==> src/rtl/btc_host_pkg.sv <==
// Shared types and helpers for the miner-core host responder.
package btc_host_pkg;
  localparam int HASH_BYTES = 32;
  localparam int MSG_WORDS  = 32;

  typedef enum logic [2:0] {
    ST_IDLE,
    ST_DRST,
    ST_START,
    ST_FEED,
    ST_READ,
    ST_CMP
  } state_t;

  // Byte k of a message word, byte 0 in [31:24].
  function automatic logic [7:0] byte_lane(input logic [31:0] w, input logic [1:0] k);
    return w[{~k, 3'b000} +: 8];
  endfunction
endpackage

==> src/rtl/btc_le256_lt.sv <==
// Unsigned compare of a captured hash, read as a little-endian integer, against a target.
module btc_le256_lt
  import btc_host_pkg::*;
(
  input  logic [255:0] hash,
  input  logic [255:0] target,
  output logic         lt
);
  logic [255:0] v;

  // hash holds byte 0 in [255:248]; byte 0 is the least significant byte of v.
  always_comb begin
    v = '0;
    for (int i = 0; i < HASH_BYTES; i++)
      v[8*i +: 8] = hash[8*(HASH_BYTES-1-i) +: 8];
  end

  assign lt = (v < target);
endmodule

==> src/rtl/btc_host_responder.sv <==
// Host-side responder: serves message bytes to the miner core, reads back the hash,
// compares against the target and walks the nonce until hit, abort, exhaustion or timeout.
module btc_host_responder
  import btc_host_pkg::*;
#(
  parameter int NONCE_WORD     = 19,
  parameter int RST_CYCLES     = 4,
  parameter int TIMEOUT_CYCLES = 65535
) (
  input  logic         clk,
  input  logic         rst_n,
  input  logic         cfg_we,
  input  logic [4:0]   cfg_addr,
  input  logic [31:0]  cfg_wdata,
  input  logic [255:0] target,
  input  logic [31:0]  nonce_init,
  input  logic         go,
  input  logic         abort,
  output logic         busy,
  output logic         found,
  output logic         exhausted,
  output logic         timeout_err,
  output logic [31:0]  found_nonce,
  output logic [255:0] hash_out,
  output logic         dev_rst_n,
  output logic         dev_start,
  output logic         dev_rdy,
  output logic [7:0]   dev_data,
  input  logic [7:0]   dev_uo,
  input  logic         dev_rq,
  input  logic         dev_done
);
  logic [31:0]  mem [MSG_WORDS];
  state_t       state;
  logic [31:0]  nonce;
  logic         abort_seen;
  logic [15:0]  rst_cnt;
  logic [31:0]  tmo;
  logic [5:0]   cnt;
  logic [255:0] hash_q;
  logic         hit;
  logic         xfer;
  logic         hs_active;
  logic [4:0]   waddr;
  logic [1:0]   k;
  logic [7:0]   srv_byte;

  assign busy      = (state != ST_IDLE);
  assign hash_out  = hash_q;
  assign xfer      = dev_rq & dev_rdy;
  assign hs_active = (state == ST_FEED) || (state == ST_READ);
  assign waddr     = dev_uo[6:2];
  assign k         = dev_uo[1:0];

  // The nonce word is served from the live nonce, little-endian, not from RAM.
  always_comb begin
    srv_byte = byte_lane(mem[waddr], k);
    if (waddr == 5'(NONCE_WORD)) srv_byte = nonce[{k, 3'b000} +: 8];
  end

  always_ff @(posedge clk)
    if (cfg_we) mem[cfg_addr] <= cfg_wdata;

  btc_le256_lt u_lt (
    .hash   (hash_q),
    .target (target),
    .lt     (hit)
  );

  always_ff @(posedge clk or negedge rst_n) begin
    if (!rst_n) begin
      state       <= ST_IDLE;
      nonce       <= '0;
      abort_seen  <= 1'b0;
      rst_cnt     <= '0;
      tmo         <= '0;
      cnt         <= '0;
      hash_q      <= '0;
      found       <= 1'b0;
      exhausted   <= 1'b0;
      timeout_err <= 1'b0;
      found_nonce <= '0;
      dev_rst_n   <= 1'b1;
      dev_start   <= 1'b0;
      dev_rdy     <= 1'b0;
      dev_data    <= '0;
    end else begin
      dev_start <= 1'b0;
      if (abort && state != ST_IDLE) abort_seen <= 1'b1;

      if (hs_active) begin
        dev_rdy <= dev_rq & ~dev_rdy;
        if (state == ST_FEED && dev_rq && !dev_rdy) dev_data <= srv_byte;
        tmo <= xfer ? 32'd0 : tmo + 32'd1;
      end else begin
        dev_rdy <= 1'b0;
      end

      case (state)
        ST_IDLE: if (go) begin
          found       <= 1'b0;
          exhausted   <= 1'b0;
          timeout_err <= 1'b0;
          nonce       <= nonce_init;
          abort_seen  <= abort;
          rst_cnt     <= '0;
          dev_rst_n   <= 1'b0;
          state       <= ST_DRST;
        end
        ST_DRST: if (rst_cnt == 16'(RST_CYCLES - 1)) begin
          dev_rst_n <= 1'b1;
          dev_start <= 1'b1;
          state     <= ST_START;
        end else begin
          rst_cnt <= rst_cnt + 16'd1;
        end
        ST_START: begin
          tmo   <= '0;
          state <= ST_FEED;
        end
        ST_FEED: if (dev_done) begin
          cnt   <= '0;
          state <= ST_READ;
        end
        ST_READ: begin
          if (xfer && !cnt[5]) begin
            hash_q[{~cnt[4:0], 3'b000} +: 8] <= dev_uo;
            cnt <= cnt + 6'd1;
          end else if (cnt[5] && !dev_done) begin
            state <= ST_CMP;
          end
        end
        ST_CMP: begin
          found_nonce <= nonce;
          if (hit) begin
            found <= 1'b1;
            state <= ST_IDLE;
          end else if (&nonce) begin
            exhausted <= 1'b1;
            state     <= ST_IDLE;
          end else if (abort_seen) begin
            state <= ST_IDLE;
          end else begin
            // The core keeps its byte counter after readback, so every run starts from reset.
            nonce     <= nonce + 32'd1;
            rst_cnt   <= '0;
            dev_rst_n <= 1'b0;
            state     <= ST_DRST;
          end
        end
        default: state <= ST_IDLE;
      endcase

      if (hs_active && !xfer && tmo == 32'(TIMEOUT_CYCLES - 1)) begin
        timeout_err <= 1'b1;
        dev_rdy     <= 1'b0;
        state       <= ST_IDLE;
      end
    end
  end
endmodule

==> config.mk <==
export PLATFORM = sky130hd
export DESIGN_NAME = btc_host_responder
export DESIGN_NICKNAME = d
export VERILOG_FILES = /design/src/rtl/btc_host_pkg.sv /design/src/rtl/btc_le256_lt.sv /design/src/rtl/btc_host_responder.sv
export SDC_FILE = /design/constraint.sdc
export NUM_CORES = 2
export LEC_CHECK = 0
export ABC_AREA = 1
export CAP_MARGIN = 15
export CORE_ASPECT_RATIO = 1.75
export CORE_MARGIN = 8
export CORE_UTILIZATION = 55
export DETAILED_ROUTE_END_ITERATION = 10
export PLACE_DENSITY = 0.76
export SYNTH_ARGS = -nofsm -noshare
export SYNTH_HDL_FRONTEND = slang
export SYNTH_SLANG_ARGS = --single-unit
==> constraint.sdc <==
create_clock -name clk -period 3.16 [get_ports clk]
set_input_delay 0.632 -clock clk [delete_from_list [all_inputs] [get_ports clk]]
set_output_delay 0.632 -clock clk [all_outputs]
set_load 0.05 [all_outputs]
Word-level counts from Yosys, hierarchy flattened
Memory sizes are Yosys's and may differ from the RTL's.
Index checks and enable logic that the tools add are counted.
{ "totals": {"mem_count": 1, "in_bits": 340, "output_inout_bits": 303, "ram_bits": 1024, "ff_bits": 392} }
{ "op_classes": {"n_eq_ne": 23, "mux": 51, "magnitude_cmp": 1, "bitwise": 5, "shifts": 4, "addsub": 5, "n_reduce_logical": 31} }
{ "mem_list": {"columns": ["name", "words", "width", "rd", "rd_ports_with_merged_regs", "wr", "line_no", "source"], "rows": [
  ["mem", 32, 32, 1, 0, 1, "btc_host_responder.sv:33", "logic [31:0] mem [MSG_WORDS];"]
]} }
{ "ops": {"columns": ["op", "n"], "rows": [
  ["256-bit bitwise mux", 1],
  ["256-bit less-than comparator", 1],
  ["8-bit by 10-bit variable shift with 256-bit output, first input constant", 1],
  ["8-bit by 10-bit variable part select with 256-bit output", 1],
  ["32-bit 2-to-1 mux", 7],
  ["16-bit 2-to-1 mux", 5],
  ["32-bit by 1-bit adder with 32-bit output, second input constant", 2],
  ["32-bit case mux with 2 select lines", 1],
  ["32-bit by 6-bit variable part select with 8-bit output", 2],
  ["16-bit case mux with 3 select lines", 1],
  ["32-bit by 16-bit == test with 1-bit output, second input constant", 1],
  ["32-bit AND reduction", 1],
  ["1-bit 2-to-1 mux", 22],
  ["3-bit 2-to-1 mux", 6],
  ["2-bit != test, second input constant", 9],
  ["3-bit case mux with 6 select lines", 1],
  ["16-bit by 1-bit adder with 16-bit output, second input constant", 1],
  ["16-bit by 2-bit == test with 1-bit output, second input constant", 1],
  ["6-bit 2-to-1 mux", 2],
  ["6-bit case mux with 2 select lines", 1],
  ["6-bit AND reduction", 2],
  ["8-bit negation with 10-bit output", 1],
  ["5-bit AND reduction", 2],
  ["2-bit nonzero test", 5],
  ["other kinds (24)", 43]
]} }

Longest topological paths before layout
{ "logic_depth": {"ltp_word": 6, "ltp_mapped": 22} }

Cells and area by module
A second synthesis with hierarchy kept.
{ "hier_totals": {"cells_unflattened": 6867, "area_unflattened_um2": 66279.8} }
{ "by_module_without_submodules": {"columns": ["mod", "area_each_um2", "cells_per_inst", "instances"], "rows": [
  ["btc_host_responder", 59666.0, 5811, 1],
  ["btc_le256_lt", 6613.8, 1056, 1]
]} }

Least setup slack after synthesis
No wires, ideal clock.
{ "synth_path": {"path_type": "in2reg", "from": "input port cfg_addr[0]", "to": "memory mem[0][0], enable pin", "arrival_ns": 2.287, "n_path_buf": 0, "stages": 3, "setup_slack_ns": 0.452, "setup_time_ns": 0.421, "cell_sequence": "inv_1 -> nand3_1 -> nor2_1"} }
{ "synth_rtl": {"columns": ["item", "line_no", "source"], "rows": [
  ["from (decl)", "btc_host_responder.sv:13", "input logic [4:0] cfg_addr,"],
  ["to (decl)", "btc_host_responder.sv:33", null]
]} }
Straight into the memory's write port.

Worst setup path after layout
{ "layout_path": {"from": "register hash_q[14], in the netlist hash_out[14]", "to": "output port hash_out[14]"} }
{ "layout_rtl": {"columns": ["item", "line_no", "source"], "rows": [
  ["from (decl)", "btc_host_responder.sv:40", "logic [255:0] hash_q;"],
  ["from (signal, indexed assignment)", "btc_host_responder.sv:127", "hash_q[{~cnt[4:0], 3'b000} +: 8] <= dev_uo;"],
  ["to (decl)", "btc_host_responder.sv:24", "output logic [255:0] hash_out,"]
]} }
No word-level cell between the ends.

==> results_dict.tcl <==
set metrics [dict create \
    grt_overflow 0 \
    antenna_found_initial 28 \
    cts_tree "done" \
    hp-class "in -> async" \
    ys.flop_type "edfxtp_1" \
    crit_required_ns 2.53 \
    holdWs_ns 0.453 \
    synth-edff-count 1024 \
    ys.warnings.count 0 \
    clockBufferDepth 3 \
    critical-path-max-stage-delay_ns 1.08 \
    p_leak_nw 30.7 \
    period_minus_slack_ns 3.19 \
    cts_made_buffers 120 \
    finalSetupViolations 1 \
    port_buffers 642 \
    crit_family "buffers and inverters" \
    syn-num-nets 6576 \
    syn2layout_area_growth_pct 23.3 \
    path_class "reg -> out" \
    hpwl_mm 170 \
    drc 0 \
    arrival_ns 2.56 \
    violations "negative setup slack" \
    critPathBufInv 1 \
    fin_ws_ns -0.0300 \
    std_cell_rows 165 \
    die-area_um2 128000 \
    grt_start_max_net_pins 116 \
    totalPowerFinal_w 0.0450 \
    synth_top_area_cell "edfxtp_1" \
    synth.avg_cell_area_um2 10.7 \
    synth_cells 5973 \
    path_depth 1 \
    period_share_pct 101 \
    netlist.area_leader.share_pct 48.2 \
    first_iter_violations 6127 \
    gp_congestion 1.03 \
    vdd_ir_drop_max_mv 0.651 \
    grt_usage_pct 37.1 \
    slew_headroom_pct 20.0 \
    max_freq_ghz 0.313 \
    maxCapViolCount 0 \
    h-tree-depth 3 \
    clock_skew_ns 0.0233 \
    dp_slack_ns -0.802 \
    grt_pass1_wl_mm 344 \
    fillers 8562 \
    dr.pass1.iters 8 \
    nNetsFinal 7367 \
    antenna_left 0 \
    wl_per_cell_um 29.0 \
    drive_gt1_share_pct 9.17 \
    crit_fanout 3 \
    viasPerCell 6.18 \
    synth_common_cells "1024 x edfxtp_1, 998 x nand2_1, 794 x o21ai_0" \
    critPathSlowestCell "clkdlybuf4s50_1" \
    path_cells "clkdlybuf4s50_1" \
    final_util_pct 68.2 \
    cts-root-buf "clkbuf_16" \
    slew_viol_final 0 \
    clkTransAtPathRegs_ns 0.07 \
    setup.worst_path.start_class "register" \
    yosys.cell_count.top_type "edfxtp_1" \
    start_util_pct 55.3 \
    synthArstFlopShare_pct 27.7 \
    outcome "complete, but fails checks" \
    ys_seq_area_share_pct 63.6 \
    design.core.area_um2 115000 \
    rr_worst_depth 13 \
    synth_area_um2 63800 \
    chipWidth_um 273 \
    synth-seq-cells 1416 \
    worstMarginPinSlew_ns 1.20 \
    insertion_delay_ns 0.77 \
    netlist_top_cells_area "edfxtp_1 48%, dfrtp_1 15%, o21ai_0 6.2%" \
    ios 643 \
    end_kind "primary output" \
    die_h_um 467 \
    grt_pass1_vias 50700 \
    drt_wl_total_mm 243 \
    cts_sinks 1416 \
    ys_types 54 \
    hold_viol 0 \
    routed-via-count 51900 \
    power_density_nw_per_um2 572 \
]
state kept, by name (all words and copies together) (netlist names), 3 cells and up:
signal and count:
mem 1024, hash_out 256, found_nonce 32, nonce 32
tmo 32, rst_cnt 16, dev_data 8, cnt 6
state 3
metal layers:
| layer | part of all wire (%) | vias up | routed length, µm | track usage (%) |
|---|---|---|---|---|
| li1 | - | 22800 | - | - |
| met1 | 32 | 24900 | 79000 | 41.6 |
| met2 | 48 | 3438 | 117000 | 61.9 |
| met3 | 11 | 799 | 27300 | 9.67 |
| met4 | 7.9 | 22 | 19300 | 24.6 |
| met5 | 0.057 | - | 138 | 0 |
final timing paths:
check | from | endpoint | slack, ns
max | hash_out[14] | hash_out[14] | -0.03
min | rst_n | hash_out[10] | 0.45
max reg2reg | hash_out[83] | nonce[14] | 0.09
min reg2reg | dev_rst_n | dev_rst_n | 0.48
max in group asynchronous | rst_n | found_nonce[25] | 1.87
min in group clk | dev_uo[1] | hash_out[33] | 0.45
power by group:
| group | internal, W | switching, W |
|---|---|---|
| logic | 0.00251 | 0.00526 |
| clock network | 0.00850 | 0.00705 |
| registers | 0.0208 | 0.000864 |
| total | 0.0318 | 0.0132 |
cell families (layout without fill, tap and decap cells):
logic type                 count (synthesis)  in the layout  synth area share [%]
buffers and inverters                    790           1689                  4.81
AOI/OAI and AO/OA                       1477           1477                  13.1
and+or+nand+nor                         1997           1997                  13.0
xor gates and xnor gates                  21             21                 0.288
muxes                                      9              9                 0.145
adders and majority gates                263            263                  5.16
other                                      0             14                     0
DFF                                     1416           1416                  63.6
cell type report:
| cell class | instances | area [µm²] | area share, % |
|---|---|---|---|
| sequential | 1416 | 40600 | 51.6 |
| inverter | 495 | 1870 | 2.38 |
| multi-input combinational | 3767 | 20500 | 26.0 |
| antenna | 14 | 35.0 | 0.0445 |
| clock buffer | 143 | 3160 | 4.02 |
| timing repair buffer | 964 | 9720 | 12.4 |
| clock inverter | 87 | 940 | 1.19 |
| tap | 1503 | 1880 | 2.39 |
repair_timing:
action	CTS	global route
buffers inserted	0	2
resized for setup	4	15
pin swaps	0	7
cloned	0	1
hold buffers	1	0
setup endpoints to repair	51	50
hold endpoints to repair	51	0
cell usage in the layout (no fill, tap or decap), types with 14 or more instances in the layout:
cell type	n
nand3_1	222
nand4_1	49
ha_1	263
nor2_4	36
edfxtp_1	1024
nor3_1	57
a31oi_1	14
clkdlybuf4s50_1	627
nor4_1	21
xor2_1	20
a21oi_1	251
diode_2	14
dfrtp_1	388
clkbuf_1	18
inv_1	475
o21ai_0	794
o22ai_1	143
buf_4	257
nand2_1	994
clkinv_1	27
o21ai_1	58
clkbuf_16	123
o211ai_1	26
bufinv_16	16
nor2_1	567
a221oi_1	15
clkinv_2	30
buf_12	69
o221ai_1	143
stage by stage:
stage / TNS (ns) / cell area (µm²) / cells
after CTS: 0 / 78500 / 8372
after global routing: -0.0168 / 78600 / 8382
final: -0.0300 / 78700 / 8389
after floorplan: 0 / 63800 / 5973
after detailed placement: -39.66 / 74400 / 8141
after global placement: -39.66 / 74400 / 8141
(Power assumes the default switching activity.)
